==> src/rtl/alg_seq_div.sv <==
// Sequential restoring divider: 2*SIZE-bit dividend / SIZE-bit divisor, one quotient bit per clock.
// Define ALG_DIV_SIGNED_EN for two's complement (truncating) division on the same datapath.
module alg_seq_div #(
  parameter int SIZE = 4
) (
  input  logic              clk,
  input  logic              rst,
  input  logic              start,
  input  logic [2*SIZE-1:0] p,
  input  logic [SIZE-1:0]   x,
  output logic [SIZE-1:0]   q,
  output logic [SIZE-1:0]   r,
  output logic              busy,
  output logic              done,
  output logic              ovf,
  output logic              div0
);

  localparam int CW = (SIZE > 2) ? $clog2(SIZE) : 1;
  localparam logic [CW-1:0] LAST = CW'(SIZE - 1);

  typedef enum logic [1:0] {IDLE, CALC, DONE} state_t;

  state_t state, state_next;

  logic [SIZE:0]     rem;
  logic [SIZE-1:0]   dvd;
  logic [SIZE-1:0]   div_r;
  logic [CW-1:0]     cnt;

  logic [2*SIZE-1:0] p_mag;
  logic [SIZE-1:0]   x_mag;
  logic              err_div0;
  logic              err_ovf;

  logic [SIZE:0]     shifted;
  logic [SIZE+1:0]   trial;
  logic              q_bit;
  logic [SIZE:0]     rem_next;
  logic [SIZE-1:0]   dvd_next;
  logic [SIZE-1:0]   rem_lo;

`ifdef ALG_DIV_SIGNED_EN
  localparam logic [SIZE-1:0] HALF = {1'b1, {(SIZE-1){1'b0}}};
  logic              neg_q;
  logic              neg_r;
  logic [SIZE-1:0]   p_lo;
  logic              late_ovf;

  always_comb begin
    p_mag = p[2*SIZE-1] ? -p : p;
    x_mag = x[SIZE-1]   ? -x : x;
  end

  // The magnitude of a negative quotient may reach one more than a positive one.
  always_comb begin
    late_ovf = neg_q ? (dvd_next > HALF) : (dvd_next >= HALF);
  end
`else
  always_comb begin
    p_mag = p;
    x_mag = x;
  end
`endif

  always_comb begin
    err_div0 = (x == '0);
    err_ovf  = !err_div0 && (p_mag[2*SIZE-1:SIZE] >= x_mag);
  end

  // One restoring step; the extra top bit of trial is the borrow of the subtract.
  always_comb begin
    shifted  = {rem[SIZE-1:0], dvd[SIZE-1]};
    trial    = {1'b0, shifted} - {2'b00, div_r};
    q_bit    = ~trial[SIZE+1];
    rem_next = q_bit ? trial[SIZE:0] : shifted;
    dvd_next = {dvd[SIZE-2:0], q_bit};
    rem_lo   = rem_next[SIZE-1:0];
  end

  always_ff @(posedge clk) begin
    if (rst) state <= IDLE;
    else     state <= state_next;
  end

  always_comb begin
    state_next = state;
    case (state)
      IDLE:    if (start) state_next = (err_div0 || err_ovf) ? DONE : CALC;
      CALC:    if (cnt == LAST) state_next = DONE;
      DONE:    state_next = IDLE;
      default: state_next = IDLE;
    endcase
  end

  always_comb begin
    busy = (state != IDLE);
    done = (state == DONE);
  end

  always_ff @(posedge clk) begin
    if (rst) begin
      rem   <= '0;
      dvd   <= '0;
      div_r <= '0;
      cnt   <= '0;
      q     <= '0;
      r     <= '0;
      ovf   <= 1'b0;
      div0  <= 1'b0;
`ifdef ALG_DIV_SIGNED_EN
      neg_q <= 1'b0;
      neg_r <= 1'b0;
      p_lo  <= '0;
`endif
    end else begin
      case (state)
        IDLE: begin
          if (start) begin
            if (err_div0 || err_ovf) begin
              q    <= '1;
              r    <= p[SIZE-1:0];
              div0 <= err_div0;
              ovf  <= err_ovf;
            end else begin
              rem   <= {1'b0, p_mag[2*SIZE-1:SIZE]};
              dvd   <= p_mag[SIZE-1:0];
              div_r <= x_mag;
              cnt   <= '0;
              ovf   <= 1'b0;
              div0  <= 1'b0;
`ifdef ALG_DIV_SIGNED_EN
              neg_q <= p[2*SIZE-1] ^ x[SIZE-1];
              neg_r <= p[2*SIZE-1];
              p_lo  <= p[SIZE-1:0];
`endif
            end
          end
        end
        CALC: begin
          rem <= rem_next;
          dvd <= dvd_next;
          cnt <= cnt + CW'(1);
          if (cnt == LAST) begin
`ifdef ALG_DIV_SIGNED_EN
            if (late_ovf) begin
              q   <= '1;
              r   <= p_lo;
              ovf <= 1'b1;
            end else begin
              q <= neg_q ? -dvd_next : dvd_next;
              r <= neg_r ? -rem_lo : rem_lo;
            end
`else
            q <= dvd_next;
            r <= rem_lo;
`endif
          end
        end
        default: ;
      endcase
    end
  end

endmodule
==> config.mk <==
export PLATFORM = sky130hd
export DESIGN_NAME = alg_seq_div
export DESIGN_NICKNAME = d
export VERILOG_FILES = /design/src/rtl/alg_seq_div.sv
export SDC_FILE = /design/constraint.sdc
export NUM_CORES = 1
export LEC_CHECK = 0
export ABC_AREA = 1
export CAP_MARGIN = 20
export CORE_ASPECT_RATIO = 0.75
export CORE_MARGIN = 4
export CORE_UTILIZATION = 60
export DETAILED_ROUTE_END_ITERATION = 10
export DONT_BUFFER_PORTS = 1
export HOLD_SLACK_MARGIN = 0.12
export MAX_ROUTING_LAYER = met4
export PLACE_DENSITY = 0.76
export SETUP_SLACK_MARGIN = 0.3
export SLEW_MARGIN = 20
export SYNTH_ARGS = -nofsm -noshare
export SYNTH_HDL_FRONTEND = slang
export SYNTH_SLANG_ARGS = --single-unit
==> constraint.sdc <==
create_clock -name clk -period 2.26 [get_ports clk]
set_input_delay 0.565 -clock clk [delete_from_list [all_inputs] [get_ports clk]]
set_output_delay 0.565 -clock clk [all_outputs]
set_load 0.005 [all_outputs]
==> results of run 1 <==
-- metrics by stage --
step           hold slack (ns)  setup WS, ns  cells  total power [mW]  cell area (sq um)
2_1_floorplan            0.429         0.480    225             0.943               1530
3_3_place_gp             0.455         0.276    253              1.01               1540
3_5_place_dp             0.460         0.181    253              1.03               1540
4_1_cts                  0.283         0.532    257              1.26               1570
5_1_grt                  0.261         0.377    257              1.36               1570
6_report                 0.289         0.536    257              1.26               1570
-- cell type report --
cell class | instances | area share, %
clock buffer | 4 | 2.31
inverter | 34 | 8.27
multi-input combinational | 159 | 53.7
sequential | 26 | 33.1
tap | 34 | 2.70
-- logic make-up after synthesis --
logic type / after synthesis / synth area share (%)
AND/OR/NAND/NOR: 125 / 37.6
adder cells (fa/ha/maj): 10 / 8.67
AO/OA/AOI/OAI: 23 / 8.43
flip-flops: 26 / 34.0
XOR/XNOR: 1 / 0.573
buffers and inverters: 40 / 10.7
-- per-layer routing --
layer  part of all wire, %  global-route usage (%)
met5                     0                       -
met1                    44                    25.6
met4                  0.45                    5.41
met3                   3.9                    6.05
met2                    51                    38.9
-- power by group --
part           internal, mW  switching [mW]  leakage [nW]
Sequential            0.530          0.0501         0.214
Combinational         0.148           0.294         0.569
Clock                0.0987           0.139        0.0210
Total                 0.777           0.482         0.805
-- final timing paths --
path                            slack (ns)  depth (start not counted)        to
worst max-delay path                  0.54                          8    dvd[0]
worst min-delay path                  0.29                          1       ovf
worst max register to register        0.54                          9      r[2]
worst min register to register        0.48                          2  div_r[3]
-- registers in the layout, summed over array words and instances, names as in the netlist --
signal and count:
div_r 4, dvd 4, q 4, r 4, rem 4, cnt 2, state 2, div0 1
ovf 1
-- cells in the mapped netlist --
master	number
nand3_4	1
o21ai_0	4
nand4_1	6
fa_1	1
o21ai_2	2
nand3_2	1
inv_1	28
nand3_1	16
nand2_4	2
inv_2	5
ha_1	9
clkbuf_1	2
nor2_4	2
a21oi_2	1
nand2_2	2
inv_4	1
a211oi_1	1
buf_2	3
xor2_1	1
nand3b_1	4
a21oi_1	12
nand2_1	56
nor2_1	35
dfxtp_1	26
buf_6	1
o21ai_1	3
-- worst max-delay path: cells and delay by family --
family          cells  cell delay [ns]
compound gates      1             0.34
fa+ha+maj           1             0.29
buf+inv             2             0.11
simple gates        4             0.65
==> results.toml, run 1 <==
[outcome]
status = "complete, no violations"

[place]
hpwlAfterDp_um = 2550
port_buffers = 0
gp_congestion = 0.945

[power_and_ir_drop]
peakVddDrop_uv = 449
powerDensity_nw_per_um2 = 800
leakagePower_nw = 0.805

[global_route]
grt_pass1_vias = 1314
grt.total_usage_pct = 22.3
grt_overflow_total = 0
grt_pass1_wl_um = 5760
antenna_found_initial = 0
grt_max_degree = 23

[die]
placementRows = 15
die-height_um = 51.7
coreArea_sq_um = 2360
die_w_um = 66.3
start_util_pct = 64.7
dieArea_sq_um = 3430
io-pin-count = 27

[clock_network]
clk_pin_slew_ns = 0.13
cts-htree-levels = 1
clkLatencyLatePin_ns = 0.33
cts_buffer_depth = 2
cts_tree = "done"
cts_hold_buf = 0
cts_resized = 0
postCtsSetupBuffers = 0
clock-root-buffer = "clkbuf_4"
clkSinkCount = 26
numCtsBuffers = 3

[timing]
min_period_ns = 1.72
tns_ns = 0
fin_worst_skew_ns = 0.0117
slew_violations = 0
timing.final.crit_share_pct = 76.3
tightest_slew_ns = 0.644
grt_setup_unrepaired = "no"
setup_violations = 0
hold_viol = 0
max_slew_margin_pct = 57.0
fmaxAchievable_ghz = 0.580

[drt]
dr.first_iter.drc_count = 75
drt-pass1-iter-count = 4
viasPerCell = 5.23
ant_nets = 0
wl_per_cell_um = 12.9
routed_wl_um = 3310
drc = 0
vias = 1344

[critical_path]
cpPeakStageDelay_ns = 0.34
arrival_ns = 1.95
cp_common_cell = "nor2_1"
crit_path_end_kind = "flop"
worstPathMaxFanout = 19
crit_required_ns = 2.49
start_kind = "input pin"
rr_startpoint = "rem[0]"
slowest_stage = "a21oi_1"
critPathLaunch = "x[3]"
critPathKind = "in -> reg"
cp_cell_sequence = "inv_1 -> ha_1 -> a21oi_1 -> nand3_4 -> nand2_2 -> inv_2 -> nor2_1 -> nor2_1"

[yosys]
synth_fp_nets = 250
yosysTopAreaCell = "dfxtp_1"
syn_area_sq_um = 1530
yosysWarnings = 0
synth_cell_types = 26
synth_top_area_share_pct = 34.0
synthTopCellsByArea = "dfxtp_1 (34%), nand2_1 (14%), nor2_1 (8.6%)"
ys_ff_latch = 26
synthCells = 225
ys_seq_area_share_pct = 34.0
avgSynthCellArea_sq_um = 6.80

[final_layout]
nets = 249
fillers = 238
final_cell_mix = "nand2_1 (56), nor2_1 (35), inv_1 (28)"
area_growth_pct = 2.95
finalCoreUtilization_pct = 66.6
layout-drive-gt1-share_pct = 9.42
regArea_sq_um = 520
diodes = 0
layout_commonest_cell = "nand2_1"
multiInputGateArea_sq_um = 845

[min_path]
hold_class = "in -> reg"
hp-start = "rst"

[flow_run]
cap_violations = 0
Power figures use the tool's default switching activity.
==> run 2: changes to the inputs <==
clock period = 1.8 ns   (was 2.26 ns; I/O delays follow)
==> run 2 against run 1 <==
  * Via count is 3.6% higher
  * Cell count is 3.1% higher
  * Register-to-register slack worse by 0.23 ns
  * Worst hold slack worse by 0.12 ns
  * Count of clock-buffer cells in the layout is 1 lower
  * Clock power is 5% higher
  * Utilization is 9.4 points higher
  * Sequential cell count stayed put
  * Final area is 14% higher
  * Global-route usage is 0.15 points lower
  * Highest routed layer unchanged
==> results.toml, run 2 (synthesis gave the netlist of run 1 again) <==
[power_and_ir_drop]
switching_power_mw = 0.674
intPower_mw = 1.05
comb_power_share_pct = 42.8
clkPwrFrac_pct = 14.4
peakVddDrop_uv = 555
p_seq_share_pct = 42.8
finalPower_mw = 1.73
leakagePower_nw = 0.854
switching_share_pct = 39.0
powerDensity_nw_per_um2 = 963

[critical_path]
cpPeakStageDelay_ns = 0.35
crit_path_end_kind = "flop"
critPathKind = "reg -> reg"
cp_cell_sequence = "inv_2 -> ha_4 -> inv_2 -> fa_2 -> xor2_1 -> nand3_1 -> nand2_1 -> nor2_1 -> nor2_1"
arrival_ns = 1.73
crit_required_ns = 2.04
start_kind = "flop"
slowest_stage = "dfxtp_2"
worstPathMaxFanout = 2

[global_route]
grt_max_degree = 22
grt_pass1_vias = 1258
grt_overflow_total = 0
grt.total_usage_pct = 22.2
grt_pass1_wl_um = 5730
antenna_found_initial = 0

[clock_network]
clock-root-buffer = "clkbuf_4"
cts_buffer_depth = 2
clk_pin_slew_ns = 0.14
clkSinkCount = 26
clkLatencyLatePin_ns = 0.32
cts_tree = "done"
numCtsBuffers = 3
cts_hold_buf = 0
cts-htree-levels = 1

[drt]
vias = 1392
drt-pass1-iter-count = 4
viasPerCell = 5.25
routed_wl_um = 3570
ant_nets = 0
drc = 0
dr.first_iter.drc_count = 97
wl_per_cell_um = 13.5

[die]
placementRows = 15
coreArea_sq_um = 2360
start_util_pct = 64.7
die-height_um = 51.7
io-pin-count = 27
die_w_um = 66.3
dieArea_sq_um = 3430

[final_layout]
area_growth_pct = 17.4
final_cell_mix = "nand2_1 (49), nor2_1 (32), inv_1 (23)"
diodes = 0
layout_commonest_cell = "nand2_1"
layout-drive-gt1-share_pct = 25.5
nets = 258

[timing]
hold_viol = 0
tns_ns = 0
fin_worst_skew_ns = 0.00508
whs_ns = 0.167
tightest_slew_ns = 0.475
max_slew_margin_pct = 68.3
grt_setup_unrepaired = "yes"
slew_violations = 0
fmaxAchievable_ghz = 0.670
setup_violations = 0
timing.final.crit_share_pct = 83.0
min_period_ns = 1.49

[flow_run]
cap_violations = 0

[min_path]
hold_class = "in -> reg"

[place]
port_buffers = 0
hpwlAfterDp_um = 2710
gp_congestion = 0.877

[outcome]
status = "complete, no violations"
-- run 2: cell types whose count changed in the layout (fill, tap and decap cells not counted), sizes merged --
cell / delta
buf: +9
clkbuf: -1
-- run 2: power by group through the flow --
stage	Clock, mW	Combinational [mW]	Sequential, mW
after global routing	0.277	0.827	0.752
final	0.249	0.739	0.740
after detailed placement	0	0.601	0.741
after CTS	0.247	0.619	0.731
after global placement	0	0.576	0.740
after floorplan	0	0.475	0.724
-- run 2: cell type report --
cell class	instances	area [sq um]
clock buffer	3	22.5
fill	196	569
inverter	34	140
multi-input combinational	159	976
sequential	26	531
tap	34	42.5
timing repair buffer	9	83.8
-- run 2: worst max-delay path: cells and delay by family, from the launching register on --
family	cells	cell delay, ns
xor gates and xnor gates	1	0.14
adders and majority gates	2	0.46
buffers and inverters	2	0.12
DFF	1	0.35
and+or+nand+nor	4	0.34
-- run 2: repair_timing --
item / in CTS / in global routing
resized for setup: 7 / 21
setup endpoints to repair: 9 / 17
pin swaps: 1 / 7
setup buffers: 0 / 4
-- run 2: per-layer routing --
metal | track usage (%) | share of wire (%) | vias up | routed length (um)
li1 | - | - | 728 | -
met1 | 28.9 | 47 | 633 | 1670
met2 | 36.4 | 47 | 29 | 1680
met3 | 6.26 | 5.7 | 2 | 202
met4 | 1.01 | 0.28 | 0 | 10
met5 | - | 0 | - | 0
-- run 2: worst paths after layout --
path	from	to	slack [ns]	depth (start not counted)
setup / recovery	dvd[3]	r[2]	0.31	9
hold / removal	rst	state[0]	0.17	1
setup reg to reg	dvd[3]	r[2]	0.31	9
hold reg to reg	div0	div0	0.48	2
-- run 2: through the flow --
step / instances / setup slack [ns] / utilization (%) / cell area [sq um]
2_1_floorplan: 225 / 0.295 / - / 1590
3_3_place_gp: 258 / 0.226 / 69.6 / 1650
3_5_place_dp: 258 / 0.174 / 69.6 / 1650
4_1_cts: 261 / 0.307 / 71.2 / 1680
5_1_grt: 265 / 0.232 / 75.9 / 1800
6_report: 265 / 0.306 / 75.9 / 1800
